===== config.mk =====
export PLATFORM = sky130hd
export DESIGN_NAME = sifive_reset_requester_flat
export DESIGN_NICKNAME = d
export VERILOG_FILES = /design/src/rtl/sifive_reset_pkg.sv /design/src/rtl/sifive_reset_requester_if.sv /design/src/rtl/sifive_bit_sync.sv /design/src/rtl/sifive_reset_requester.sv /design/src/flat_wrapper.sv
export SDC_FILE = /design/constraint.sdc
export NUM_CORES = 1
export LEC_CHECK = 0
export ABC_AREA = 1
export BUFFER_PORTS_ARGS = -buffer_cell sky130_fd_sc_hd__buf_2
export CORE_MARGIN = 2
export CORE_UTILIZATION = 25
export CTS_CLUSTER_DIAMETER = 50
export CTS_CLUSTER_SIZE = 20
export DETAILED_ROUTE_END_ITERATION = 16
export GPL_TIMING_DRIVEN = 0
export PLACE_DENSITY_LB_ADDON = 0.15
export SYNTH_ARGS = -nofsm -noshare
export SYNTH_HDL_FRONTEND = slang
export SYNTH_SLANG_ARGS = --single-unit

===== constraint.sdc =====
create_clock -name clock -period 2.4 [get_ports clock]
set_input_delay 0.48 -clock clock [delete_from_list [all_inputs] [get_ports clock]]
set_output_delay 0.48 -clock clock [all_outputs]
set_load 0.01 [all_outputs]

===== src/rtl/sifive_reset_pkg.sv =====
// Shared state encodings, cause codes and helpers for the reset requester.
// Pure types and constant functions; no logic, no latency.
package sifive_reset_pkg;

  typedef enum logic [1:0] {
    ST_IDLE    = 2'd0,
    ST_ASSERT  = 2'd1,
    ST_HOLD    = 2'd2,
    ST_RELEASE = 2'd3
  } state_e;

  typedef enum logic [1:0] {
    CAUSE_POR  = 2'd0,
    CAUSE_SW   = 2'd1,
    CAUSE_WDOG = 2'd2
  } cause_e;

  function automatic int max_int(input int a, input int b);
    return (a > b) ? a : b;
  endfunction

  // Watchdog outranks software, whether fresh or already latched as pending.
  function automatic cause_e merge_cause(input logic   wdog,
                                         input logic   pend,
                                         input cause_e pend_cause);
    return (wdog || (pend && (pend_cause == CAUSE_WDOG))) ? CAUSE_WDOG : CAUSE_SW;
  endfunction

endpackage


===== src/rtl/sifive_reset_requester_if.sv =====
// Request/acknowledge/status bundle between reset sources and the reset requester.
// Wires only; the slave side is the requester, the master side drives requests and acks.
interface sifive_reset_requester_if #(
  parameter int NUM_DOMAINS = 4
);
  logic                   sw_req;
  logic                   wdog_req;
  logic [NUM_DOMAINS-1:0] ack;
  logic                   err_clr;
  logic                   areset;
  logic                   busy;
  logic [1:0]             cause;
  logic                   timeout_err;

  modport master (
    output sw_req, wdog_req, ack, err_clr,
    input  areset, busy, cause, timeout_err
  );

  modport slave (
    input  sw_req, wdog_req, ack, err_clr,
    output areset, busy, cause, timeout_err
  );
endinterface


===== src/rtl/sifive_bit_sync.sv =====
// Two-flop synchronizer for one asynchronous status bit; 2-cycle latency, no backpressure.
// Resets to 0 so an unknown domain is treated as "not in reset".
module sifive_bit_sync (
  input  logic clock,
  input  logic reset_n,
  input  logic d,
  output logic q
);
  logic [1:0] sync_q;

  always_ff @(posedge clock or negedge reset_n) begin
    if (!reset_n) begin
      sync_q <= 2'b00;
    end else begin
      sync_q <= {sync_q[0], d};
    end
  end

  assign q = sync_q[1];
endmodule


===== src/rtl/sifive_reset_requester.sv =====
// Sequences a POR/SW/WDOG reset through downstream domains: assert, hold, release with timeouts.
// areset rises one cycle after a request in IDLE; requests while busy are merged into one pending slot.
module sifive_reset_requester
  import sifive_reset_pkg::*;
#(
  parameter int NUM_DOMAINS    = 4,
  parameter int HOLD_CYCLES    = 256,
  parameter int TIMEOUT_CYCLES = 1024
) (
  input logic                     clock,
  input logic                     reset_n,
  sifive_reset_requester_if.slave bus
);

  localparam int TW = $clog2(max_int(HOLD_CYCLES, TIMEOUT_CYCLES)) + 1;
  localparam logic [TW-1:0] HOLD_LAST = TW'(HOLD_CYCLES - 1);
  localparam logic [TW-1:0] TO_LAST   = TW'(TIMEOUT_CYCLES - 1);
  localparam logic [TW-1:0] TIMER_MAX = {TW{1'b1}};

  state_e                 state_q, state_d;
  logic [TW-1:0]          timer_q;
  logic                   areset_q;
  cause_e                 cause_q;
  logic                   terr_q;
  logic                   pend_q;
  cause_e                 pend_cause_q;
  logic [NUM_DOMAINS-1:0] ack_sync;
  logic                   all_in;
  logic                   all_out;
  logic                   req_any;
  logic                   start;
  logic                   set_terr;
  cause_e                 start_cause;

  for (genvar i = 0; i < NUM_DOMAINS; i++) begin : g_sync
    sifive_bit_sync u_sync (
      .clock   (clock),
      .reset_n (reset_n),
      .d       (bus.ack[i]),
      .q       (ack_sync[i])
    );
  end

  assign all_in  = &ack_sync;
  assign all_out = ~|ack_sync;
  assign req_any = bus.sw_req | bus.wdog_req | pend_q;

  always_comb begin
    state_d     = state_q;
    start       = 1'b0;
    set_terr    = 1'b0;
    start_cause = merge_cause(bus.wdog_req, pend_q, pend_cause_q);
    case (state_q)
      ST_IDLE: begin
        if (req_any) begin
          state_d = ST_ASSERT;
          start   = 1'b1;
        end
      end
      ST_ASSERT: begin
        if (all_in) begin
          state_d = ST_HOLD;
        end else if (timer_q == TO_LAST) begin
          state_d  = ST_HOLD;
          set_terr = 1'b1;
        end
      end
      ST_HOLD: begin
        if (timer_q == HOLD_LAST) begin
          state_d = ST_RELEASE;
        end
      end
      ST_RELEASE: begin
        if (all_out) begin
          state_d = ST_IDLE;
        end else if (timer_q == TO_LAST) begin
          state_d  = ST_IDLE;
          set_terr = 1'b1;
        end
      end
      default: state_d = ST_ASSERT;
    endcase
  end

  always_ff @(posedge clock or negedge reset_n) begin
    if (!reset_n) begin
      state_q  <= ST_ASSERT;
      timer_q  <= '0;
      areset_q <= 1'b1;
    end else begin
      state_q  <= state_d;
      areset_q <= (state_d == ST_ASSERT) || (state_d == ST_HOLD);
      // Timer restarts on every state entry and saturates rather than wrapping.
      if (state_d != state_q) begin
        timer_q <= '0;
      end else if (timer_q != TIMER_MAX) begin
        timer_q <= timer_q + 1'b1;
      end
    end
  end

  always_ff @(posedge clock or negedge reset_n) begin
    if (!reset_n) begin
      cause_q      <= CAUSE_POR;
      terr_q       <= 1'b0;
      pend_q       <= 1'b0;
      pend_cause_q <= CAUSE_SW;
    end else begin
      if (start) begin
        cause_q <= start_cause;
      end
      if (set_terr) begin
        terr_q <= 1'b1;
      end else if (bus.err_clr) begin
        terr_q <= 1'b0;
      end
      // Any pending request is consumed by the IDLE->ASSERT start it triggers.
      if (state_q == ST_IDLE) begin
        pend_q <= 1'b0;
      end else if (bus.sw_req || bus.wdog_req) begin
        pend_q       <= 1'b1;
        pend_cause_q <= merge_cause(bus.wdog_req, pend_q, pend_cause_q);
      end
    end
  end

  assign bus.areset      = areset_q;
  assign bus.busy        = (state_q != ST_IDLE);
  assign bus.cause       = cause_q;
  assign bus.timeout_err = terr_q;

endmodule


===== src/flat_wrapper.sv =====
// flat-port wrapper written by rule: the top's interface ports become plain ports
module sifive_reset_requester_flat import sifive_reset_pkg::*;
#(
  parameter int NUM_DOMAINS    = 4,
  parameter int HOLD_CYCLES    = 256,
  parameter int TIMEOUT_CYCLES = 1024
)
  (clock, reset_n, bus_sw_req, bus_wdog_req, bus_ack, bus_err_clr, bus_areset, bus_busy, bus_cause, bus_timeout_err);
  sifive_reset_requester_if #(.NUM_DOMAINS(NUM_DOMAINS)) bus_i ();
  input logic clock;
  input logic reset_n;
  input wire logic [$bits(bus_i.sw_req)-1:0] bus_sw_req;
  input wire logic [$bits(bus_i.wdog_req)-1:0] bus_wdog_req;
  input wire logic [$bits(bus_i.ack)-1:0] bus_ack;
  input wire logic [$bits(bus_i.err_clr)-1:0] bus_err_clr;
  output wire logic [$bits(bus_i.areset)-1:0] bus_areset;
  output wire logic [$bits(bus_i.busy)-1:0] bus_busy;
  output wire logic [$bits(bus_i.cause)-1:0] bus_cause;
  output wire logic [$bits(bus_i.timeout_err)-1:0] bus_timeout_err;
  assign bus_i.sw_req = bus_sw_req;
  assign bus_i.wdog_req = bus_wdog_req;
  assign bus_i.ack = bus_ack;
  assign bus_i.err_clr = bus_err_clr;
  assign bus_areset = bus_i.areset;
  assign bus_busy = bus_i.busy;
  assign bus_cause = bus_i.cause;
  assign bus_timeout_err = bus_i.timeout_err;
  sifive_reset_requester #(.NUM_DOMAINS(NUM_DOMAINS), .HOLD_CYCLES(HOLD_CYCLES), .TIMEOUT_CYCLES(TIMEOUT_CYCLES)) u_core (.clock(clock), .reset_n(reset_n), .bus(bus_i));
endmodule

==> impl_metrics.tcl <==
set metrics [dict create \
    cts_buffers 3 \
    hp-class "input port to asynchronous set/reset pin" \
    tns_ps 0 \
    syn_inst 165 \
    power_per_cell_area_mw_per_mm2 988 \
    r2r_end "u_core.timer_q[5]" \
    seqCellArea_um2 704 \
    place_congestion 0.769 \
    cts_tree "done" \
    syn_area_mm2 0.00139 \
    core_area_mm2 0.00544 \
    cp_slowest_cell "dfstp_2" \
    clk_pin_slew_ps 100 \
    multi_input_area_um2 547 \
    htreeDepth 1 \
    cts_num_sinks 28 \
    max_freq_mhz 597 \
    criticalPathCategory "flip-flop to output port" \
    die_area_mm2 0.00619 \
    synth_edf_count 0 \
    area.growth.synth_to_final_pct 16.2 \
    min_period_over_period_pct 69.8 \
    p_leak_nw 0.801 \
    route.met3.wl_um 72 \
    start_kind "flip-flop" \
    num_rows 27 \
    antenna_left 0 \
    grt_pass1_wl_um 4490 \
    grt.total_usage_pct 8.97 \
    max_slew_margin_pct 58.6 \
    n_fill_cell 610 \
    instances_no_fill 254 \
    status "finished clean" \
    ys_seq_area_share_pct 50.5 \
    place.port_buffers 13 \
    cts_hold_buffers 0 \
    r2r_setup_slack_ps 750 \
    skew_ps 4.48 \
    preCtsSetupSlack_ps 710 \
    drc_errors 0 \
    slew_violations 0 \
    insertion_delay_ps 270 \
    place_inst 250 \
    ys.flop_type "dfrtp_1" \
    p_int_w 0.00103 \
    synth_nets 175 \
    grt_max_degree 29 \
    switching_share_pct 35.4 \
    r2r_start "u_core.timer_q[0]" \
    avgViaCountPerCell 3.98 \
    min_period_ps 1670 \
    power_frac_seq_pct 40.4 \
    rsz0062_at_grt "no" \
    cts_setup_buffers 0 \
    wirelength_um 2380 \
    cp.arrival_ps 1190 \
    fin_ws_ps 725 \
    hold_violations 0 \
    start_util_pct 25.6 \
    clk_path_buf_depth 2 \
    async_flop_share_pct 100 \
    cts_root_buf "clkbuf_8" \
    ys_types 26 \
    met2_length_um 1120 \
    antenna_cells 0 \
    tightest_slew_ps 621 \
    crit_fanout 7 \
    antenna_found_initial 0 \
    p_sw_w 0.000567 \
    cp.required_ps 1920 \
    cp-end-kind "output port" \
    highest_layer "met4" \
    grt_pass1_vias 1029 \
    slowest_delay_ps 530 \
    maxCapViolations 0 \
    crit_chain "buf_6 -> inv_2 -> nand2_2 -> buf_2" \
    report.power.total_w 0.00160 \
    dp_hpwl_um 1790 \
    finalSetupViolCount 0 \
    die_w_um 78.7 \
    final_nets 193 \
    ys.warnings.count 0 \
    combPwrFrac_pct 36.5 \
    r2r_cells 8 \
    overflow 0 \
    top_level_ports 14 \
    wl_met1_um 1170 \
    wire_per_inst_um 9.37 \
    die_h_um 78.7 \
    vias 1012 \
    pwr-share-clk_pct 23.1 \
    drt_iter0_markers 19 \
    drive_gt1_share_pct 23.6 \
    drt_pass1_iterations 3 \
    ys_ff_latch 28 \
    postSynthAreaPerCell_um2 8.45 \
    cts-resized-gates 0 \
    ir_drop_v 0.000567 \
]
==> layout by cell type (no fill, tap or decap), types with 3 or more instances in the layout <==
cell type  count
dfrtp_1       25
nor2_1        20
o21ai_0        6
nand2_2        4
nand4_1        4
inv_2          6
inv_1         27
nand3_1        9
nor2_4         3
buf_2         13
nand2_1       36
clkbuf_8       3
dfstp_2        3
==> cell type report <==
type,instances,area share [%]
buffer,1,0.695
clock inverter,1,1.85
inverter,35,8.11
multi-input combinational,101,33.7
sequential,28,43.5
clock buffer,3,2.55
tap,72,5.56
timing repair buffer,13,4.02
==> metal layers <==
| metal | GRT usage [%] | vias to the layer above |
|---|---|---|
| met2 | 15.6 | 11 |
| met1 | 11.2 | 459 |
| met4 | 1.58 | 0 |
| li1 | - | 540 |
| met3 | 2.53 | 2 |
| met5 | 0 | - |
==> stage by stage <==
stage          hold WS, ps  util, %  instance area [µm²]
5_1_grt                256     29.8                 1620
3_3_place_gp           334     28.5                 1550
4_1_cts                234     29.8                 1620
3_5_place_dp           335     28.5                 1550
2_1_floorplan          184        -                 1390
6_report               208     29.8                 1620
==> worst max-delay path: cells and delay by family, from the launching register on <==
kind          cells  cell delay (ps)
flops             1              530
buf+inv           3              310
simple gates      1               80
==> synthesized netlist by cell type, types with 3 or more instances <==
master / instances / area, µm²
nor2_4: 3 / 33.8
nand3_1: 9 / 45.0
nand2_1: 36 / 135
inv_2: 6 / 22.5
o21ai_0: 6 / 30.0
inv_1: 27 / 101
dfrtp_1: 25 / 626
nand2_2: 4 / 25.0
nand4_1: 4 / 25.0
dfstp_2: 3 / 78.8
nor2_1: 20 / 75.1
==> sequential cells by signal (all words and copies together), names as in the netlist <==
signal	cells
u_core.timer_q	11
u_core.bus.areset	1
u_core.pend_cause_q	2
u_core.pend_q	1
u_core.state_q	2
u_core.bus.cause	2
u_core.g_sync.u_sync.sync_q	8
u_core.bus.timeout_err	1
==> power by group through the flow <==
| stage | registers (W) | clock network [W] | logic, W |
|---|---|---|---|
| 2_1_floorplan | 0.000655 | 0 | 0.000455 |
| 3_3_place_gp | 0.000654 | 0 | 0.000594 |
| 3_5_place_dp | 0.000656 | 0 | 0.000601 |
| 4_1_cts | 0.000648 | 0.000387 | 0.000604 |
| 5_1_grt | 0.000661 | 0.000409 | 0.000669 |
| 6_report | 0.000647 | 0.000370 | 0.000585 |
==> worst max-delay path by stage <==
stage / start / end / cells after the start / slack, ps
floorplan: u_core.timer_q[0] / u_core.timer_q[0] / 8 / 1000
global route: u_core.timer_q[0] / u_core.timer_q[5] / 8 / 570
detailed placement: bus_wdog_req / u_core.timer_q[5] / 8 / 710
global placement: bus_wdog_req / u_core.timer_q[8] / 8 / 730
CTS: u_core.state_q[0] / bus_busy / 4 / 700
finish: u_core.state_q[0] / bus_busy / 4 / 730
==> kinds of logic after synthesis <==
group,synth area share [%]
fa+ha+maj,0.898
flops,50.5
simple gates,30.0
compound gates,7.09
xor+xnor,1.26
buf+inv,10.2
Note: power is estimated with default switching activity, not from simulation.
